`src/rtl/rgb_switch_debouncer.sv`:
```
// Two-flop synchroniser and per-bit stability counter for the RGB colour switches.
// sw_out follows a steady input DEBOUNCE_CYCLES+1 edges after first sample; registered event strobes, no handshake.
module rgb_switch_debouncer #(
  parameter int WIDTH           = 6,
  parameter int DEBOUNCE_CYCLES = 1000000,
  parameter int CNT_W           = 20
) (
  input  logic             clk,
  input  logic             rst,
  input  logic [WIDTH-1:0] sw_in,
  output logic [WIDTH-1:0] sw_out,
  output logic [WIDTH-1:0] rise,
  output logic [WIDTH-1:0] fall,
  output logic             changed
);

  localparam logic [CNT_W-1:0] LAST = CNT_W'(DEBOUNCE_CYCLES - 1);

  logic [WIDTH-1:0] r_s1;
  logic [WIDTH-1:0] r_s2;
  logic [WIDTH-1:0] r_out;
  logic [WIDTH-1:0] r_rise;
  logic [WIDTH-1:0] r_fall;
  logic             r_changed;
  logic [CNT_W-1:0] r_cnt [WIDTH];
  logic [WIDTH-1:0] w_acc;

  // A bit is accepted on the edge where it has differed for the full window.
  always_comb begin
    w_acc = '0;
    for (int i = 0; i < WIDTH; i++) begin
      w_acc[i] = (r_s2[i] != r_out[i]) && (r_cnt[i] == LAST);
    end
  end

  always_ff @(posedge clk) begin
    if (rst) begin
      r_s1      <= '0;
      r_s2      <= '0;
      r_out     <= '0;
      r_rise    <= '0;
      r_fall    <= '0;
      r_changed <= 1'b0;
      for (int i = 0; i < WIDTH; i++) begin
        r_cnt[i] <= '0;
      end
    end else begin
      r_s1      <= sw_in;
      r_s2      <= r_s1;
      r_out     <= r_out ^ w_acc;
      r_rise    <= w_acc & r_s2;
      r_fall    <= w_acc & ~r_s2;
      r_changed <= |w_acc;
      for (int i = 0; i < WIDTH; i++) begin
        if ((r_s2[i] == r_out[i]) || w_acc[i]) begin
          r_cnt[i] <= '0;
        end else begin
          r_cnt[i] <= r_cnt[i] + CNT_W'(1);
        end
      end
    end
  end

  assign sw_out  = r_out;
  assign rise    = r_rise;
  assign fall    = r_fall;
  assign changed = r_changed;

endmodule

```
`config.mk`:
```
export PLATFORM = sky130hd
export DESIGN_NAME = rgb_switch_debouncer
export DESIGN_NICKNAME = d
export VERILOG_FILES = /design/src/rtl/rgb_switch_debouncer.sv
export SDC_FILE = /design/constraint.sdc
export NUM_CORES = 1
export LEC_CHECK = 0
export BUFFER_PORTS_ARGS = -buffer_cell sky130_fd_sc_hd__buf_2
export CAP_MARGIN = 15
export CORE_MARGIN = 3
export CORE_UTILIZATION = 55
export CTS_CLUSTER_SIZE = 24
export DETAILED_ROUTE_END_ITERATION = 8
export PLACE_DENSITY = 0.84
export SETUP_SLACK_MARGIN = 0.1
export SLEW_MARGIN = 0
export SYNTH_ARGS = -nofsm -noshare
export SYNTH_HDL_FRONTEND = slang
export SYNTH_SLANG_ARGS = --single-unit
```
`constraint.sdc`:
```
create_clock -name clk -period 2.1 [get_ports clk]
set_input_delay 0.105 -clock clk [delete_from_list [all_inputs] [get_ports clk]]
set_output_delay 0.105 -clock clk [all_outputs]
set_load 0.005 [all_outputs]
```
# After elaboration in Yosys (flattened, before gate mapping)
# Memory sizes are Yosys's and may differ from the RTL's.
# Index checks and enable logic that the tools add are counted.
classes:
  addsub: 6
  n_eq_ne: 18
  mux: 50
  bitwise: 16
  reduce_logical: 13
op_table:
  columns: ["op", "count"]
  rows:
  - ["$mux 20", 12]
  - ["$add 20x1->20 const B", 6]
  - ["$eq 20x20->1 const B", 6]
  - ["$mux 1", 38]
  - ["$and 6x6->6", 2]
  - ["$or 1x1->1", 12]
  - ["$eq 1x1->1", 6]
  - ["$logic_and 1x1->1", 6]
  - ["$logic_or 1x1->1", 6]
  - ["$ne 1x1->1", 6]
  - ["$not 6->6", 1]
  - ["$reduce_or 6->1", 1]
  - ["$xor 6x6->6", 1]
word_totals:
  ff_bits: 31
  mem_bits_rw: 120
  input_bits: 8
  mem_count: 1
mem_list:
  columns: ["name", "words", "width", "rd", "rd_ports_with_merged_regs", "wr", "line_no", "source"]
  rows:
  - ["r_cnt", 6, 20, 6, 0, 6, "25", "logic [CNT_W-1:0] r_cnt [WIDTH];"]

# Longest topological paths before layout
# Gate-level depths: netlist of the first run.
depth:
  ltp_word: 8
  depth_mapped: 8
  depth_no_buf: 6

# Worst setup path before layout of the first run
# Ideal clock, no wire load.
synth_path:
  path_type: "reg-to-reg"
  start: "mem r_cnt[3][6]"
  end: "mem r_cnt[3][11] (data pin)"
  setup_time_ns: 0.257
  arrival_time_ns: 1.956
  t_required_ns: 1.843
  slack_ns: -0.113
  path_stages_with_launch: 7
  n_path_buf: 1
  synth_period_minus_slack_ns: 2.213
  cell_sequence: "edfxtp_1 > or4b_1 > or4_4 > nor2_1 > or3_1 > buf_2 > nor2_1"
synth_rtl:
  columns: ["item", "line_no"]
  rows:
  - ["start, declared", "25"]

==> results of run 1 <==
## final cells by class
| type | instances | share of cell area (%) |
|---|---|---|
| Timing Repair Buffer | 77 | 6.40 |
| Multi-Input combinational cell | 632 | 40.1 |
| Tap cell | 172 | 2.26 |
| Sequential cell | 151 | 44.4 |
| Clock inverter | 9 | 1.28 |
| Clock buffer | 23 | 5.13 |
| Inverter | 10 | 0.395 |
## repair_timing
item	4_1_cts	5_1_grt
cloned	3	4
endpoints found under the setup margin	85	117
buffers inserted	3	3
pin swaps	18	16
endpoints found under the hold margin	6	0
hold buffers	6	0
gates resized for setup	15	47
## through the flow
step,cells,hold slack [ns],total power (W),util (%)
floorplan,808,0.233,0.00367,-
global placement,1023,0.313,0.00375,65.5
detailed placement,1023,0.325,0.00376,65.5
CTS,1067,0.187,0.00687,71.5
global route,1074,0.222,0.00710,73.8
finish,1074,0.215,0.00687,73.8
## final timing paths
kind / startpoint / endpoint / slack (ns) / cells past startpoint
setup / recovery: r_cnt[3][7]$_SDFFCE_PN0P_ / r_cnt[3][12]$_SDFFCE_PN0P_ / -0.04 / 5
setup reg to reg: r_cnt[3][7]$_SDFFCE_PN0P_ / r_cnt[3][12]$_SDFFCE_PN0P_ / -0.04 / 5
hold reg to reg: r_s1[5]$_SDFF_PP0_ / r_s2[5]$_SDFF_PP0_ / 0.44 / 1
hold / removal: rst / flop / 0.21 / 2
## cells in the final DEF (no fill, tap or decap), types with 3 or more instances in the layout
cell | netlist | final
nor4_1 | 12 | 8
clkbuf_8 | 0 | 4
nor3b_1 | 8 | 6
nor4_4 | 0 | 3
clkbuf_16 | 0 | 19
nand4_1 | 25 | 25
nor2_2 | 0 | 18
nor2_4 | 0 | 11
and2_1 | 4 | 4
xnor2_1 | 52 | 52
nor2b_1 | 12 | 12
a21oi_1 | 4 | 4
ha_1 | 6 | 4
nand2_1 | 39 | 37
buf_12 | 0 | 3
nor4b_1 | 11 | 8
and3_1 | 17 | 17
nor2_1 | 146 | 117
inv_1 | 10 | 10
and4_1 | 9 | 9
clkinv_2 | 0 | 4
o21ai_0 | 3 | 3
dfxtp_1 | 31 | 31
or3_4 | 0 | 5
edfxtp_1 | 120 | 120
or3_1 | 6 | 4
buf_2 | 6 | 26
conb_1 | 1 | 120
nand3_1 | 55 | 55
xor2_1 | 61 | 61
dlygate4sd3_1 | 0 | 6
buf_4 | 0 | 38
nor3_1 | 19 | 19
bufinv_16 | 0 | 3
mux2i_1 | 3 | 3
## registers in the layout, summed over array words and instances, names as in the netlist, named ones only
register and flops:
rise 6, changed 1, r_s1 6, r_cnt 120, r_s2 6, fall 6
## metal layers
layer,track usage (%),routed length [um],up-vias
li1,-,-,2738
met4,6.93,306,0
met5,0,0,-
met3,5.34,573,31
met2,34.3,7280,116
met1,25.4,6380,2559
## power by group through the flow
stage | combinational [W] | sequential, W | clock [W]
after floorplan | 0.000189 | 0.00348 | 0
after global placement | 0.000252 | 0.00350 | 0
after detailed placement | 0.000255 | 0.00350 | 0
after CTS | 0.000276 | 0.00344 | 0.00315
after global routing | 0.000359 | 0.00347 | 0.00327
final | 0.000317 | 0.00345 | 0.00310
## cells by family (layout without fill, tap and decap cells)
| family | Yosys count | after routing | synth area share (%) |
|---|---|---|---|
| other cells | 1 | 120 | 0.0508 |
| flops | 151 | 151 | 57.2 |
| simple gates | 376 | 380 | 25.5 |
| compound gates | 10 | 10 | 0.797 |
| buf+inv | 29 | 119 | 1.58 |
| mux | 3 | 3 | 0.407 |
| fa+ha+maj | 6 | 6 | 1.02 |
| xor+xnor | 113 | 113 | 13.4 |
==> results_dict.tcl, run 1 <==
set metrics [dict create \
    ys_async_sr_fraction_pct 0 \
    num_rows 41 \
    vdd_drop_max_mv 0.445 \
    ys_top_cells_by_count "nor2_1, edfxtp_1, xor2_1, nand3_1, xnor2_1" \
    grt_pass1_vias 5315 \
    setup_viol 21 \
    drive_above_1_share_pct 17.3 \
    die_area_sq_mm 0.0148 \
    insertion_delay_ns 0.42 \
    final_cell_area_sq_mm 0.00951 \
    power_density_mw_per_mm2 723 \
    maxCapViolCount 0 \
    start_util_pct 57.3 \
    synth_cell_types 37 \
    yosysMostFrequentCell "nor2_1" \
    rsz0062_at_grt "yes" \
    p_sw_share_pct 20.5 \
    cts_buffers 17 \
    drtPass1Iterations 4 \
    fillers 868 \
    fmax_mhz 466 \
    synth_ff_type "edfxtp_1" \
    worstMarginPinSlew_ns 0.680 \
    cts_tree "done" \
    crit_path_start_kind "flop" \
    synth_top_area_share_pct 48.8 \
    dpl.hpwl_mm 9.37 \
    fin_nets 903 \
    synth_area_leaders "edfxtp_1, dfxtp_1, nor2_1" \
    finClkSkew_ns 0.00484 \
    fp.dieH_um 122 \
    root_buffer "clkbuf_16" \
    p_switching_w 0.00141 \
    pre_cts_slack_ns -0.103 \
    cts_max_path_buffers 2 \
    finalSetupTns_ns -0.525 \
    crit_family "simple AND/OR/NAND/NOR gates" \
    core_sq_mm 0.0129 \
    cts-htree-levels 4 \
    track_usage_pct 20.3 \
    syn_avg_cell_area_sq_um 10.7 \
    required_ns 2.28 \
    routed_wl_mm 14.5 \
    finalCritPeriodShare_pct 102 \
    cp.arrival_ns 2.32 \
    placed_cell_area_sq_mm 0.00844 \
    slew_headroom_pct 54.7 \
    wl_per_cell_um 13.5 \
    overflow 0 \
    path_clk_slew_ns 0.06 \
    p_seq_share_pct 50.2 \
    syn2layout_area_growth_pct 28.8 \
    ios 27 \
    synth_edf_count 120 \
    cp.buffers_inverters 0 \
    drtAntennaViolNets 0 \
    violations "negative setup slack" \
    path_cells "or4b_1 > or4_4 > nor2_4 > or3_4 > nor2_2" \
    diodes 0 \
    seqCellArea_sq_mm 0.00422 \
    status "complete, but fails checks" \
    yosysSeqAreaShare_pct 57.2 \
    synth_area_sq_mm 0.00738 \
    drt_iter0_markers 329 \
    vias 5444 \
    cp_max_fo 5 \
    slew_viol_final 0 \
    grt_first_pass_wirelength_mm 23.9 \
    setup_slack_ns -0.0440 \
    die_w_um 122 \
    viasPerCell 5.07 \
    port_buffers 26 \
    criticalPathCategory "reg -> reg" \
    grt_start_max_net_pins 38 \
    place_congestion 0.870 \
    hold_class "in -> reg" \
    internal-power_w 0.00546 \
    syn_inst 689 \
    ys_ff_latch 151 \
    layout_min_cycle_time_ns 2.14 \
    multiInputGateArea_sq_mm 0.00381 \
    hold_viol_final 0 \
    yosys_warnings 0 \
    total_leakage_power_nw 3.46 \
    antenna_found_initial 0 \
    clkPwrFrac_pct 45.1 \
    slowest_delay_ns 0.56 \
    power.share.combinational_pct 4.6 \
    slowest_stage "or4_4" \
    yosys.area.top_type "edfxtp_1" \
    end_kind "flop" \
    cts.sinks 151 \
    drc 0 \
]
Power figures use the tool's default switching activity.
==> inputs of run 2 (changes only) <==
--- a/config.mk
+++ b/config.mk
@@ -5,13 +5,13 @@
 export SDC_FILE = /design/constraint.sdc
 export NUM_CORES = 1
 export LEC_CHECK = 0
-export BUFFER_PORTS_ARGS = -buffer_cell sky130_fd_sc_hd__buf_2
 export CAP_MARGIN = 15
 export CORE_MARGIN = 3
 export CORE_UTILIZATION = 55
 export CTS_CLUSTER_SIZE = 24
 export DETAILED_ROUTE_END_ITERATION = 8
-export PLACE_DENSITY = 0.84
+export DONT_BUFFER_PORTS = 1
+export PLACE_DENSITY = 0.82
 export SETUP_SLACK_MARGIN = 0.1
 export SLEW_MARGIN = 0
 export SYNTH_ARGS = -nofsm -noshare
==> run 2 against run 1 <==
Compared with the run above:
- cell count shrank 2.6%
- clock power shrank 5%
- non-clock buffer count shrank 28
- core utilization shrank 2.0 points
- wire length grew 6.8%
- fmax grew 0.55%
- setup slack gained 0.012 ns
- hold slack lost 0.18 ns
- flip-flop and latch count is the same
- critical endpoint is now r_cnt[3][1]$_SDFFCE_PN0P_
- combinational power shrank 4%
- highest routed layer unchanged
- global-route usage grew 1.4 points
- clock skew grew 0.0020 ns
- the flow still finishes with violations (negative setup slack)
==> results_dict.tcl, run 2 (synthesis results as in run 1) <==
set metrics [dict create \
    status "complete, but fails checks" \
    violations "negative setup slack" \
    worstMarginPinSlew_ns 0.544 \
    drtPass1Iterations 6 \
    top_usage_layer "met2" \
    fin_nets 875 \
    finClkSkew_ns 0.00681 \
    drive_above_1_share_pct 14.5 \
    grt_first_pass_wirelength_mm 25.4 \
    most-common-layout-cells "edfxtp_1, conb_1, nor2_1" \
    cts_max_path_buffers 2 \
    p_switching_w 0.00143 \
    rsz0062_at_grt "yes" \
    end_kind "flop" \
    slew_viol_final 0 \
    clkPwrFrac_pct 43.8 \
    num_rows 41 \
    power.share.combinational_pct 4.6 \
    cts_buffers 17 \
    diodes 0 \
    root_buffer "clkbuf_16" \
    fmax_mhz 469 \
    top_register "r_cnt" \
    vdd_drop_max_mv 0.630 \
    fin_util_pct 71.8 \
    cp_max_fo 5 \
    internal-power_w 0.00526 \
    crit_path_start_kind "flop" \
    die_w_um 122 \
    p_sw_share_pct 21.3 \
    layout_min_cycle_time_ns 2.13 \
    drt_iter0_markers 414 \
    path_clk_slew_ns 0.06 \
    grt_pass1_vias 5557 \
    place_congestion 0.879 \
    ios 27 \
    cts_tree "done" \
    start_util_pct 57.3 \
    fillers 896 \
    fp.dieH_um 122 \
    routed_wl_mm 15.5 \
    finalPower_w 0.00669 \
    core_sq_mm 0.0129 \
    insertion_delay_ns 0.42 \
    maxCapViolCount 0 \
    p_seq_share_pct 51.6 \
    overflow 0 \
    antenna_found_initial 0 \
    power_density_mw_per_mm2 723 \
    cts-htree-levels 4 \
    grt_start_max_net_pins 29 \
    port_buffers 0 \
    criticalPathCategory "reg -> reg" \
    setup_slack_ns -0.0322 \
    slew_headroom_pct 63.5 \
    drtAntennaViolNets 0 \
    grtUsageMet2_pct 39.4 \
    hold_class "in -> reg" \
    cts.sinks 151 \
    gr-usage-met1_pct 25.3 \
    die_area_sq_mm 0.0148 \
    total_leakage_power_nw 3.29 \
    viasPerCell 5.31 \
    setup_viol 21 \
    drc 0 \
    dpl.hpwl_mm 9.92 \
    largest_register_ffs 120 \
    finalCritPeriodShare_pct 102 \
    wl_per_cell_um 14.8 \
    stdcell_count 1046 \
    gr-usage-met3_pct 5.48 \
    required_ns 2.28 \
    track_usage_pct 21.7 \
    hold_viol_final 0 \
    place_inst 994 \
    syn2layout_area_growth_pct 25.3 \
    cp.arrival_ns 2.31 \
    vias 5559 \
]
-- run 2: area by class of cell --
type,instances,area (sq um),area share [%]
repair buffers,49,448,4.84
well taps,172,215,2.33
multi-input cells,632,3760,40.6
inverters,10,37.5,0.406
clock inverters,11,105,1.14
clock buffers,21,460,4.98
flip-flops and latches,151,4220,45.7
-- run 2: critical path, stage by stage (launching register included) --
cell,delay [ns]
edfxtp_1,0.40
or4b_1,0.52
or4_4,0.55
nor2_4,0.16
or3_4,0.20
nor2_2,0.06
-- run 2: worst paths after layout --
kind	startpoint	end	slack (ns)	depth (start not counted)
max	r_cnt[3][7]$_SDFFCE_PN0P_	r_cnt[3][1]$_SDFFCE_PN0P_	-0.03	5
min	rst	r_cnt[3][17]$_SDFFCE_PN0P_	0.03	2
min reg2reg	r_s1[5]$_SDFF_PP0_	r_s2[5]$_SDFF_PP0_	0.44	1
max reg2reg	r_cnt[3][7]$_SDFFCE_PN0P_	r_cnt[3][1]$_SDFFCE_PN0P_	-0.03	5
-- run 2: through the flow --
stage	hold slack [ns]	setup WS (ns)	TNS (ns)	area, sq um
floorplan	0.233	-0.0260	-0.514	7890
global placement	0.183	-0.0431	-0.785	8270
detailed placement	0.182	-0.105	-1.89	8270
CTS	0.0142	0.0108	0	9080
global route	0.0283	-0.0891	-2.22	9250
finish	0.0348	-0.0322	-0.477	9250
-- run 2: per-layer routing --
metal | vias up | share of wire [%] | wire [um]
met2 | 156 | 54 | 8350
met4 | 0 | 1.7 | 257
met3 | 27 | 4.8 | 753
met5 | - | 0 | 0
met1 | 2700 | 40 | 6170
li1 | 2676 | - | -
-- run 2: power groups by stage --
stage / clock network [W] / registers, W / logic, W
after floorplan: 0 / 0.00348 / 0.000189
final: 0.00293 / 0.00345 / 0.000305
after CTS: 0.00295 / 0.00345 / 0.000278
after detailed placement: 0 / 0.00351 / 0.000234
after global placement: 0 / 0.00350 / 0.000228
after global routing: 0.00309 / 0.00346 / 0.000341
-- run 2: timing repair --
action	CTS	global route
pin swaps	28	16
setup buffers	3	2
gates cloned	6	0
hold buffers	9	0
setup endpoints to repair	65	103
endpoints found under the hold margin	31	0
resized for setup	23	41
==> inputs of run 3 (changes only) <==
--- a/config.mk
+++ b/config.mk
@@ -6,12 +6,14 @@
 export NUM_CORES = 1
 export LEC_CHECK = 0
 export CAP_MARGIN = 15
+export CORE_ASPECT_RATIO = 1.5
 export CORE_MARGIN = 3
 export CORE_UTILIZATION = 55
-export CTS_CLUSTER_SIZE = 24
+export CTS_CLUSTER_SIZE = 8
 export DETAILED_ROUTE_END_ITERATION = 8
 export DONT_BUFFER_PORTS = 1
 export PLACE_DENSITY = 0.82
+export RECOVER_POWER = 25
 export SETUP_SLACK_MARGIN = 0.1
 export SLEW_MARGIN = 0
 export SYNTH_ARGS = -nofsm -noshare
==> run 3 against run 2 <==
Compared with the run above:
- the flow still finishes with violations (negative setup slack)
- critical path depth unchanged
- global-route usage is 1.4 points lower
- non-clock buffer count rose by 12
- combinational power is 6% higher
- sequential share of layout area shrank 0.70 points
- sequential power is essentially flat
- cell count about the same
- count of clock-buffer cells in the layout is 4 lower
- die area increased by 0.19%
- core utilization is essentially flat
- critical endpoint is now r_cnt[3][16]$_SDFFCE_PN0P_
==> results_dict.tcl, run 3 (synthesis results as in run 1) <==
set metrics [dict create \
    status "complete, but fails checks" \
    violations "negative setup slack" \
    place_inst 990 \
    internal-power_w 0.00521 \
    p_switching_w 0.00145 \
    track_usage_pct 20.3 \
    drtPass1Iterations 5 \
    cts_tree "done" \
    rrSetupSlack_ns -0.13 \
    fin_nets 887 \
    power.share.combinational_pct 4.9 \
    required_ns 2.26 \
    place_congestion 0.841 \
    routed_wl_mm 15.7 \
    port_buffers 0 \
    grt_start_max_net_pins 29 \
    drive_above_1_share_pct 15.6 \
    path_clk_slew_ns 0.06 \
    crit_path_start_kind "flop" \
    overflow 0 \
    stdcell_count 1045 \
    drc 0 \
    rsz0062_at_grt "yes" \
    cts.sinks 151 \
    pre_cts_slack_ns -0.110 \
    fin_util_pct 71.8 \
    antenna_found_initial 0 \
    wl_per_cell_um 15.0 \
    finClkSkew_ns 0.00780 \
    drt_iter0_markers 368 \
    grt_pass1_vias 5497 \
    layout_min_cycle_time_ns 2.23 \
    vdd_drop_max_mv 0.738 \
    vias 5611 \
    worstMarginPinSlew_ns 1.15 \
    root_buffer "clkbuf_16" \
    cp-startpoint "r_cnt[3][8]$_SDFFCE_PN0P_" \
    final_cell_area_sq_mm 0.00939 \
    insertion_delay_ns 0.41 \
    syn2layout_area_growth_pct 27.2 \
    p_seq_share_pct 51.8 \
    die_w_um 101 \
    power_density_mw_per_mm2 709 \
    placed_cell_area_sq_mm 0.00834 \
    ios 27 \
    cts_buffers 17 \
    setup.worst_path.end "r_cnt[3][16]$_SDFFCE_PN0P_" \
    clkPwrFrac_pct 43.4 \
    grt_first_pass_wirelength_mm 24.1 \
    p_sw_share_pct 21.8 \
    slew_viol_final 0 \
    hold_viol_final 0 \
    largest_register_ffs 120 \
    top_register "r_cnt" \
    finalCritPeriodShare_pct 106 \
    dpl.hpwl_mm 9.44 \
    timing.rr.start "r_cnt[3][8]$_SDFFCE_PN0P_" \
    num_rows 51 \
    ff2ff_path_depth 5 \
    criticalPathCategory "reg -> reg" \
    cts-htree-levels 4 \
    total_leakage_power_nw 3.34 \
    path_cells "or4b_1 > or4_4 > nor2_4 > or3_4 > nor2_1" \
    cp_max_fo 5 \
    r2r_end "r_cnt[3][16]$_SDFFCE_PN0P_" \
    viasPerCell 5.37 \
    setup_slack_ns -0.126 \
    maxCapViolCount 0 \
    slew_headroom_pct 22.8 \
    die_area_sq_mm 0.0149 \
    hold_class "in -> reg" \
    start_util_pct 56.4 \
    slowest_delay_ns 0.59 \
    core_sq_mm 0.0131 \
    fmax_mhz 449 \
    finalPower_w 0.00666 \
    most-common-layout-cells "nor2_1, edfxtp_1, conb_1" \
    slowest_stage "or4_4" \
    fillers 877 \
    cts_max_path_buffers 2 \
    setup_viol 24 \
    fp.dieH_um 148 \
    end_kind "flop" \
    cp.arrival_ns 2.39 \
    diodes 0 \
    drtAntennaViolNets 0 \
]
==> run 3: changes by cell type in the layout (fill, tap and decap cells not counted), sizes merged <==
cell         delta
dlygate4sd3     -1
clkinv          -1
buf            +11
clkbuf          -2
clkinvlp        +5
==> run 3: power groups by stage <==
stage               combinational, W  sequential (W)  clock [W]
floorplan                   0.000189         0.00348          0
global placement            0.000243         0.00349          0
detailed placement          0.000246         0.00350          0
CTS                         0.000273         0.00344    0.00294
global route                0.000358         0.00346    0.00308
finish                      0.000323         0.00345    0.00289
==> run 3: area by class of cell <==
class | instances | area [sq um] | area share [%]
Timing Repair Buffer | 61 | 556 | 5.92
Multi-Input combinational cell | 632 | 3810 | 40.6
Inverter | 10 | 37.5 | 0.400
Tap cell | 159 | 199 | 2.12
Clock buffer | 17 | 425 | 4.53
Sequential cell | 151 | 4220 | 45.0
Clock inverter | 15 | 138 | 1.47
==> run 3: routing by layer <==
layer | track usage (%) | vias up | share of wire (%)
li1 | - | 2708 | -
met1 | 22.7 | 2663 | 37
met2 | 35.7 | 194 | 55
met3 | 4.96 | 46 | 5.4
met4 | 9.51 | 0 | 2.7
met5 | 0 | - | 0
==> run 3: worst max-delay path, delay by kind of cell (launching register included) <==
kind             cells  cell delay [ns]
AND/OR/NAND/NOR      5             1.59
flip-flops           1             0.38
==> run 3: worst min path at each step <==
stage	from	endpoint	cells past startpoint
2_1_floorplan	sw_in[0]	r_s1[0]$_SDFF_PP0_	1
3_3_place_gp	rst	r_s2[1]$_SDFF_PP0_	1
3_5_place_dp	rst	r_s1[1]$_SDFF_PP0_	1
4_1_cts	rst	r_cnt[3][6]$_SDFFCE_PN0P_	2
5_1_grt	rst	r_cnt[3][1]$_SDFFCE_PN0P_	2
6_report	rst	r_cnt[2][1]$_SDFFCE_PN0P_	2
==> run 3: timing repair <==
item                                    CTS  global route
gates cloned                              4             3
pin swaps                                18            26
endpoints found under the hold margin    31             0
gates resized for setup                   9            55
buffers inserted                          3             7
hold buffers                              7             0
endpoints found under the setup margin   56            83
==> run 3: through the flow <==
| step | hold WS, ns | TNS [ns] |
|---|---|---|
| 5_1_grt | 0.0351 | -3.87 |
| 2_1_floorplan | 0.233 | -0.514 |
| 4_1_cts | 0.0133 | -0.239 |
| 6_report | 0.0452 | -2.28 |
| 3_3_place_gp | 0.183 | -0.712 |
| 3_5_place_dp | 0.182 | -1.77 |
